`src/rtl/clk_switch_ctrl.sv`:
```
// Break-before-make sequencer for the glitch-free clock switch enables.
// Drops the active enable, waits DLY cycles, raises the target, holds it DLY cycles.
module clk_switch_ctrl #(
    parameter int unsigned DLY     = 3,
    parameter int unsigned TIMEOUT = 255,
    parameter bit          RST_SEL = 1'b0
) (
    input  logic clk,
    input  logic rst,
    input  logic sel_req,
    input  logic clk0_ok,
    input  logic clk1_ok,
    output logic sel_clk0_dly3,
    output logic sel_clk1_dly3,
    output logic cur_sel,
    output logic busy,
    output logic switch_done,
    output logic err
);

    typedef enum logic [2:0] {
        IDLE    = 3'd0,
        WAIT_OK = 3'd1,
        OFF     = 3'd2,
        ON      = 3'd3,
        DONE    = 3'd4
    } state_t;

    localparam logic [3:0] DLY_LAST = 4'(DLY - 1);
    localparam logic [7:0] TO_LAST  = 8'(TIMEOUT - 1);

    logic [1:0] ok0_sync_q;
    logic [1:0] ok1_sync_q;
    logic       tgt_ok;

    state_t     state_q;
    logic [3:0] dly_cnt_q;
    logic [7:0] to_cnt_q;
    logic       en0_q;
    logic       en1_q;
    logic       cur_q;
    logic       busy_q;
    logic       done_q;
    logic       err_q;

    always_ff @(posedge clk) begin
        if (rst) begin
            ok0_sync_q <= 2'b00;
            ok1_sync_q <= 2'b00;
        end else begin
            ok0_sync_q <= {ok0_sync_q[0], clk0_ok};
            ok1_sync_q <= {ok1_sync_q[0], clk1_ok};
        end
    end

    // The target is always the source not currently committed.
    assign tgt_ok = cur_q ? ok0_sync_q[1] : ok1_sync_q[1];

    always_ff @(posedge clk) begin
        if (rst) begin
            state_q   <= IDLE;
            dly_cnt_q <= 4'd0;
            to_cnt_q  <= 8'd0;
            en0_q     <= ~RST_SEL;
            en1_q     <= RST_SEL;
            cur_q     <= RST_SEL;
            busy_q    <= 1'b0;
            done_q    <= 1'b0;
            err_q     <= 1'b0;
        end else begin
            done_q <= 1'b0;
            case (state_q)
                IDLE: begin
                    if (sel_req != cur_q) begin
                        if (!err_q) begin
                            state_q  <= WAIT_OK;
                            busy_q   <= 1'b1;
                            to_cnt_q <= 8'd0;
                        end
                    end else begin
                        err_q <= 1'b0;
                    end
                end
                WAIT_OK: begin
                    if (tgt_ok) begin
                        state_q   <= OFF;
                        en0_q     <= 1'b0;
                        en1_q     <= 1'b0;
                        dly_cnt_q <= 4'd0;
                    end else if (to_cnt_q == TO_LAST) begin
                        state_q <= IDLE;
                        err_q   <= 1'b1;
                        busy_q  <= 1'b0;
                    end else begin
                        to_cnt_q <= to_cnt_q + 8'd1;
                    end
                end
                OFF: begin
                    if (dly_cnt_q == DLY_LAST) begin
                        state_q   <= ON;
                        en0_q     <= cur_q;
                        en1_q     <= ~cur_q;
                        cur_q     <= ~cur_q;
                        dly_cnt_q <= 4'd0;
                    end else begin
                        dly_cnt_q <= dly_cnt_q + 4'd1;
                    end
                end
                ON: begin
                    if (dly_cnt_q == DLY_LAST) begin
                        state_q <= DONE;
                    end else begin
                        dly_cnt_q <= dly_cnt_q + 4'd1;
                    end
                end
                DONE: begin
                    state_q <= IDLE;
                    done_q  <= 1'b1;
                    busy_q  <= 1'b0;
                end
                default: begin
                    state_q <= IDLE;
                end
            endcase
        end
    end

    assign sel_clk0_dly3 = en0_q;
    assign sel_clk1_dly3 = en1_q;
    assign cur_sel       = cur_q;
    assign busy          = busy_q;
    assign switch_done   = done_q;
    assign err           = err_q;

endmodule

```
`config.mk`:
```
export PLATFORM = sky130hd
export DESIGN_NAME = clk_switch_ctrl
export DESIGN_NICKNAME = d
export VERILOG_FILES = /design/src/rtl/clk_switch_ctrl.sv
export SDC_FILE = /design/constraint.sdc
export NUM_CORES = 1
export LEC_CHECK = 0
export BUFFER_PORTS_ARGS = -buffer_cell sky130_fd_sc_hd__clkbuf_2
export CAP_MARGIN = 25
export CORE_MARGIN = 4
export CORE_UTILIZATION = 55
export DETAILED_ROUTE_END_ITERATION = 8
export GPL_ROUTABILITY_DRIVEN = 0
export GPL_TIMING_DRIVEN = 0
export PLACE_DENSITY = 0.74
export SYNTH_ARGS = -nofsm -noshare
export SYNTH_HDL_FRONTEND = slang
export SYNTH_SLANG_ARGS = --single-unit
```
`constraint.sdc`:
```
create_clock -name clk -period 2.2 [get_ports clk]
set_input_delay 0.33 -clock clk [delete_from_list [all_inputs] [get_ports clk]]
set_output_delay 0.33 -clock clk [all_outputs]
set_load 0.05 [all_outputs]
```
==> Word level (Yosys, flattened, before mapping) <==
Index checks and enable logic that the tools add are counted.
{ "totals": {"reg_bits": 25, "inputBits": 5, "output_inout_bits": 6, "word_cells": 76} }
{ "classes": {"n_addsub": 2, "eq_ne": 18, "muxes": 32, "bitwise": 1, "reduce_logical": 12} }
{ "ops": {"columns": ["cell", "count"], "rows": [
  ["$mux 8", 4],
  ["$ne 2x2->1 const B", 10],
  ["$mux 3", 6],
  ["$pmux 8 s2", 1],
  ["$reduce_and 5->1", 3],
  ["$mux 1", 12],
  ["$mux 4", 3],
  ["$pmux 3 s4", 1],
  ["$pmux 4 s3", 1],
  ["$add 8x1->8 const B", 1],
  ["$eq 8x8->1 const B", 1],
  ["$eq 3x2->1 const B", 2],
  ["$pmux 1 s2", 3],
  ["$reduce_and 3->1", 2],
  ["$reduce_bool 3->1", 2],
  ["$add 4x1->4 const B", 1],
  ["$eq 4x2->1 const B", 1],
  ["$reduce_and 4->1", 1],
  ["$reduce_bool 2->1", 2],
  ["$eq 3x1->1 const B", 1],
  ["$eq 3x3->1 const B", 1],
  ["$logic_not 3->1", 1],
  ["$ne 3x3->1 const B", 1],
  ["$pmux 1 s3", 1],
  ["3 further kinds", 3]
]} }

==> Depth between registers and ports, before layout <==
{ "logic_depth": {"word_depth": 4, "depth_mapped": 7, "mapped_depth_nobuf": 6} }

==> Worst setup path after synthesis <==
No wires, ideal clock.
{ "synth_path": {"kind": "reg2reg", "start": "reg cur_q, in the netlist cur_sel", "end": "reg to_cnt_q[5]", "setup_time_ns": 0.120, "arrival_time_ns": 1.814, "required_time_ns": 2.080, "slack_ns": 0.267, "path_stages_with_launch": 7, "path_buffers": 2, "synth_period_minus_slack_ns": 1.933, "cell_sequence": "dfxtp_1 -> buf_2 -> mux2i_1 -> o21a_1 -> buf_6 -> a211oi_1 -> a211o_1"} }
{ "synth_via": {"elab_chain_len": 3, "word_cells_on_any_way": 5, "cone_classes": "eq/ne: 3; mux: 1; reduce/logical: 1"} }
{ "synth_rtl": {"columns": ["element", "line", "rtl"], "rows": [
  ["start, declared", "41", "logic cur_q;"],
  ["start signal, assigned", "103", "cur_q <= ~cur_q;"],
  ["$mux 1 or $ne 1x1->1 (tied branches)", "57, 74", null],
  ["$ne 2x2->1 (no source line)", null, null],
  ["$reduce_and 5->1 (no source line) *", null, null],
  ["end signal, assigned", "95", "to_cnt_q <= to_cnt_q + 8'd1;"],
  ["end, declared", "38", "logic [7:0] to_cnt_q;"]
]} }
Every way passes the cells marked *; elsewhere a longest branch is shown, timed or not.
A chain may end at the register's enable or synchronous reset.

==> Worst setup path in the final report <==
{ "layout_path": {"start": "reg to_cnt_q[1]", "end": "reg to_cnt_q[7]"} }
{ "layout_via": {"elab_chain_len": 4, "word_cells_on_any_way": 7, "cone_classes": "add/sub: 1; eq/ne: 2; mux: 3; reduce/logical: 1"} }
{ "layout_rtl": {"columns": ["element", "line", "rtl"], "rows": [
  ["$add 8x1->8", "95", null],
  ["$mux 8", "90", "end else if (to_cnt_q == TO_LAST) begin"],
  ["$mux 8", "85", "if (tgt_ok) begin"],
  ["$pmux 8 s2", "72", "case (state_q)"]
]} }
Parallel ways exist; a longest one is shown, timed or not. The select of a mux whose other input is x is not followed.

==> results by group <==
Synth
  • Avg Synthesized Cell Area: 8.94 um^2
  • Post-synthesis instance area: 1260 um^2
  • Prevailing post-synth register cell: dfxtp_1
  • EDFF count, synth: 0
  • Cell variety after synth: 45
  • Post-synth top area share: between 30% and 40%
  • Cell taking the most area after synthesis: dfxtp_1
  • Sequential area share after synthesis: 39.7%
  • Dominant cells by area after synthesis: dfxtp_1 (40%), nor2_1 (4.2%), a31oi_1 (4.0%)
  • Mapped Cells: around 140
  • FF+latch count, synth: 25
  • YS warnings: 0
  • Net count after synthesis: 150
  • Async SR Flop Fraction: 0%

Route
  • M1 WL: 1120 um
  • Drt first pass iters: 4
  • WL per Instance: 13.5 um
  • Routed wl met2: 1190 um
  • Routed WL: 2470 um
  • DR WL met3: 109 um
  • Drt initial violations: 28
  • Highest layer used for signal routing: met4
  • DRC Markers: 0
  • Avg Vias per Cell: 5.90
  • Antenna Nets Post-Route: 0
  • Vias: 1080

Pwr
  • Worst ir drop on vdd: 0.494 mV
  • Design Power: 0.000783 W
  • Power per cell area: 570 nW/um^2
  • Leakage: 0.525 nW

Finish
  • P&R area growth vs syn: 9.14%
  • Share of layout cells above drive strength 1: a little under a fifth
  • Nets@finish: 165
  • Antenna Cells: 0

Global routing
  • Grt ovf: 0
  • Antenna violations before repair: 0
  • Gr usage total: 18.5%
  • First-pass GRT wire length: approximately 4600 um
  • Vias in the first global route: 1105
  • Largest net degree at the start of global routing: 16

Clock tree
  • Clk_lat worst skew: 0.34 ns
  • Num CTS Buffers: 3
  • TritonCTS clock tree: built
  • Post-CTS Repair Setup Buffers: 0
  • H-tree depth: 1
  • CTS max path bufs: 2
  • CTS sink cnt: 25
  • CTS resizes: 0
  • Cts hold-fix bufs: 0
  • Reg clk slew, reported paths: approximately 0.13 ns
  • Clock Root Buffer: clkbuf_4

Die
  • Die X: 55.9 um
  • Initial Utilization: 57.5%
  • Die Footprint: 3120 um^2
  • Core area: 2190 um^2
  • I/O Pins: 11
  • Die H: 55.9 um
  • Num rows: 17

Run
  • Max_cap viols: 0

STA
  • Crit path time final: around 1.8 ns
  • Final setup fails: 0
  • Rel. slew slack: 52.3%
  • Worst Skew: ~0.014 ns
  • Worst Tran Pin Value: 0.713 ns
  • Hold Fails Final Rpt: 0
  • Slew Limit Fails: 0
  • Unrepaired setup endpoints after global routing: no
  • Final worst path period share: 79.9%
  • Setup TNS Final: 0 ns
  • FMAX: 569 MHz

Critical path
  • Crit path kind: flip-flop to flip-flop
  • Crit-path max FO: 10
  • Worst EP arrival: about 2 ns
  • Critical Path, Cell by Cell: ha_1 > nand3_1 > o21a_1 > buf_6 > a211o_1 > o221ai_1
  • Slowest cell on crit path: dfxtp_1
  • Largest stage delay, worst path: 0.46 ns
  • Worst setup EP type: flip-flop
  • Req. time, crit path: roughly 2.5 ns
  • Worst setup SP type: flip-flop

Outcome
  • Status: complete, no violations

Hold path
  • Worst hold path class: input pin to flip-flop

Placed design
  • DPL Wire Length: ~1900 um
  • Port Buffer Count: 10
[final cells by class]
cell class,instances,area [um^2]
fillers,206,816
multi-input cells,103,697
flip-flops and latches,25,500
repair buffers,10,50.0
plain buffers,7,40.0
well taps,28,35.0
clock buffers,3,22.5
inverters,6,22.5
clock inverters,1,7.51
[synthesized netlist by cell type, types with 3 or more instances]
cell / instances
a31oi_1: 8
nand2_1: 5
nor3_1: 8
dfxtp_1: 25
clkbuf_1: 3
nor2b_1: 5
nor2_1: 14
a21oi_1: 6
ha_1: 4
o21ai_0: 6
nand3_1: 6
inv_1: 6
o221ai_1: 3
[path summary, 6_finish.rpt]
kind,startpoint,to,slack (ns),cells past startpoint
worst max-delay path,to_cnt_q[1]$_SDFFE_PP0P_,to_cnt_q[7]$_SDFFE_PP0P_,0.44,6
worst min-delay path,clk1_ok,ok1_sync_q[0]$_SDFF_PP0_,0.21,2
worst max register to register,to_cnt_q[1]$_SDFFE_PP0P_,to_cnt_q[7]$_SDFFE_PP0P_,0.44,6
worst min register to register,ok1_sync_q[0]$_SDFF_PP0_,ok1_sync_q[1]$_SDFF_PP0_,0.45,1
[per-layer routing]
layer | GRT usage [%] | up-vias
met2 | 32.9 | 25
met5 | 0 | -
met3 | 3.94 | 5
li1 | - | 552
met1 | 20.7 | 498
met4 | 9.15 | 0
[cell families after synthesis]
group / count (synthesis) / synth area share, %
flops: 25 / 39.7
buf+inv: 13 / 4.97
fa+ha+maj: 4 / 3.97
xor+xnor: 2 / 1.39
mux: 3 / 2.48
compound gates: 37 / 19.6
simple gates: 57 / 27.9
[where the power goes]
part / switching [W] / internal (W) / leakage [nW] / total, W
combinational: 0.0000575 / 0.0000355 / 0.308 / 0.0000930
sequential: 0.00000874 / 0.000464 / 0.203 / 0.000473
clock: 0.000148 / 0.0000698 / 0.0139 / 0.000218
[worst max-delay path: cells and delay by family (launching register included)]
| kind | cells | cell delay (ns) |
|---|---|---|
| AND/OR/NAND/NOR | 1 | 0.14 |
| buffers and inverters | 1 | 0.14 |
| AO/OA/AOI/OAI | 3 | 0.75 |
| adder cells (fa/ha/maj) | 1 | 0.19 |
| flip-flops | 1 | 0.46 |
[flip-flops by register name, summed over array words and instances (netlist names)]
signal / count
ok1_sync_q: 2
busy: 1
dly_cnt_q: 4
to_cnt_q: 8
sel_clk0_dly3: 1
cur_sel: 1
ok0_sync_q: 2
switch_done: 1
state_q: 3
sel_clk1_dly3: 1
err: 1
[placed cells by master (no fill, tap or decap), types with 2 or more instances in the layout]
cell	instances
dfxtp_1	25
nor2_1	14
clkbuf_2	10
nor3_1	8
a31oi_1	8
inv_1	6
o21ai_0	6
a21oi_1	6
nand3_1	6
nand2_1	5
nor2b_1	5
ha_1	4
clkbuf_1	3
o221ai_1	3
clkbuf_4	3
nand2b_1	2
buf_2	2
nand4_1	2
mux2i_1	2
xnor2_1	2
a211o_1	2
a211oi_1	2
and3_2	2
o211ai_1	2
a21o_2	2
[stage by stage]
step | cell area (um^2) | utilization, % | setup WS (ns) | instances | hold WS, ns
2_1_floorplan | 1260 | - | 0.267 | 141 | 0.414
3_3_place_gp | 1350 | 61.4 | 0.500 | 179 | 0.416
3_5_place_dp | 1350 | 61.4 | 0.487 | 179 | 0.428
4_1_cts | 1380 | 62.8 | 0.449 | 183 | 0.205
5_1_grt | 1380 | 62.8 | 0.290 | 183 | 0.196
6_report | 1380 | 62.8 | 0.442 | 183 | 0.209
(Power assumes the default switching activity.)
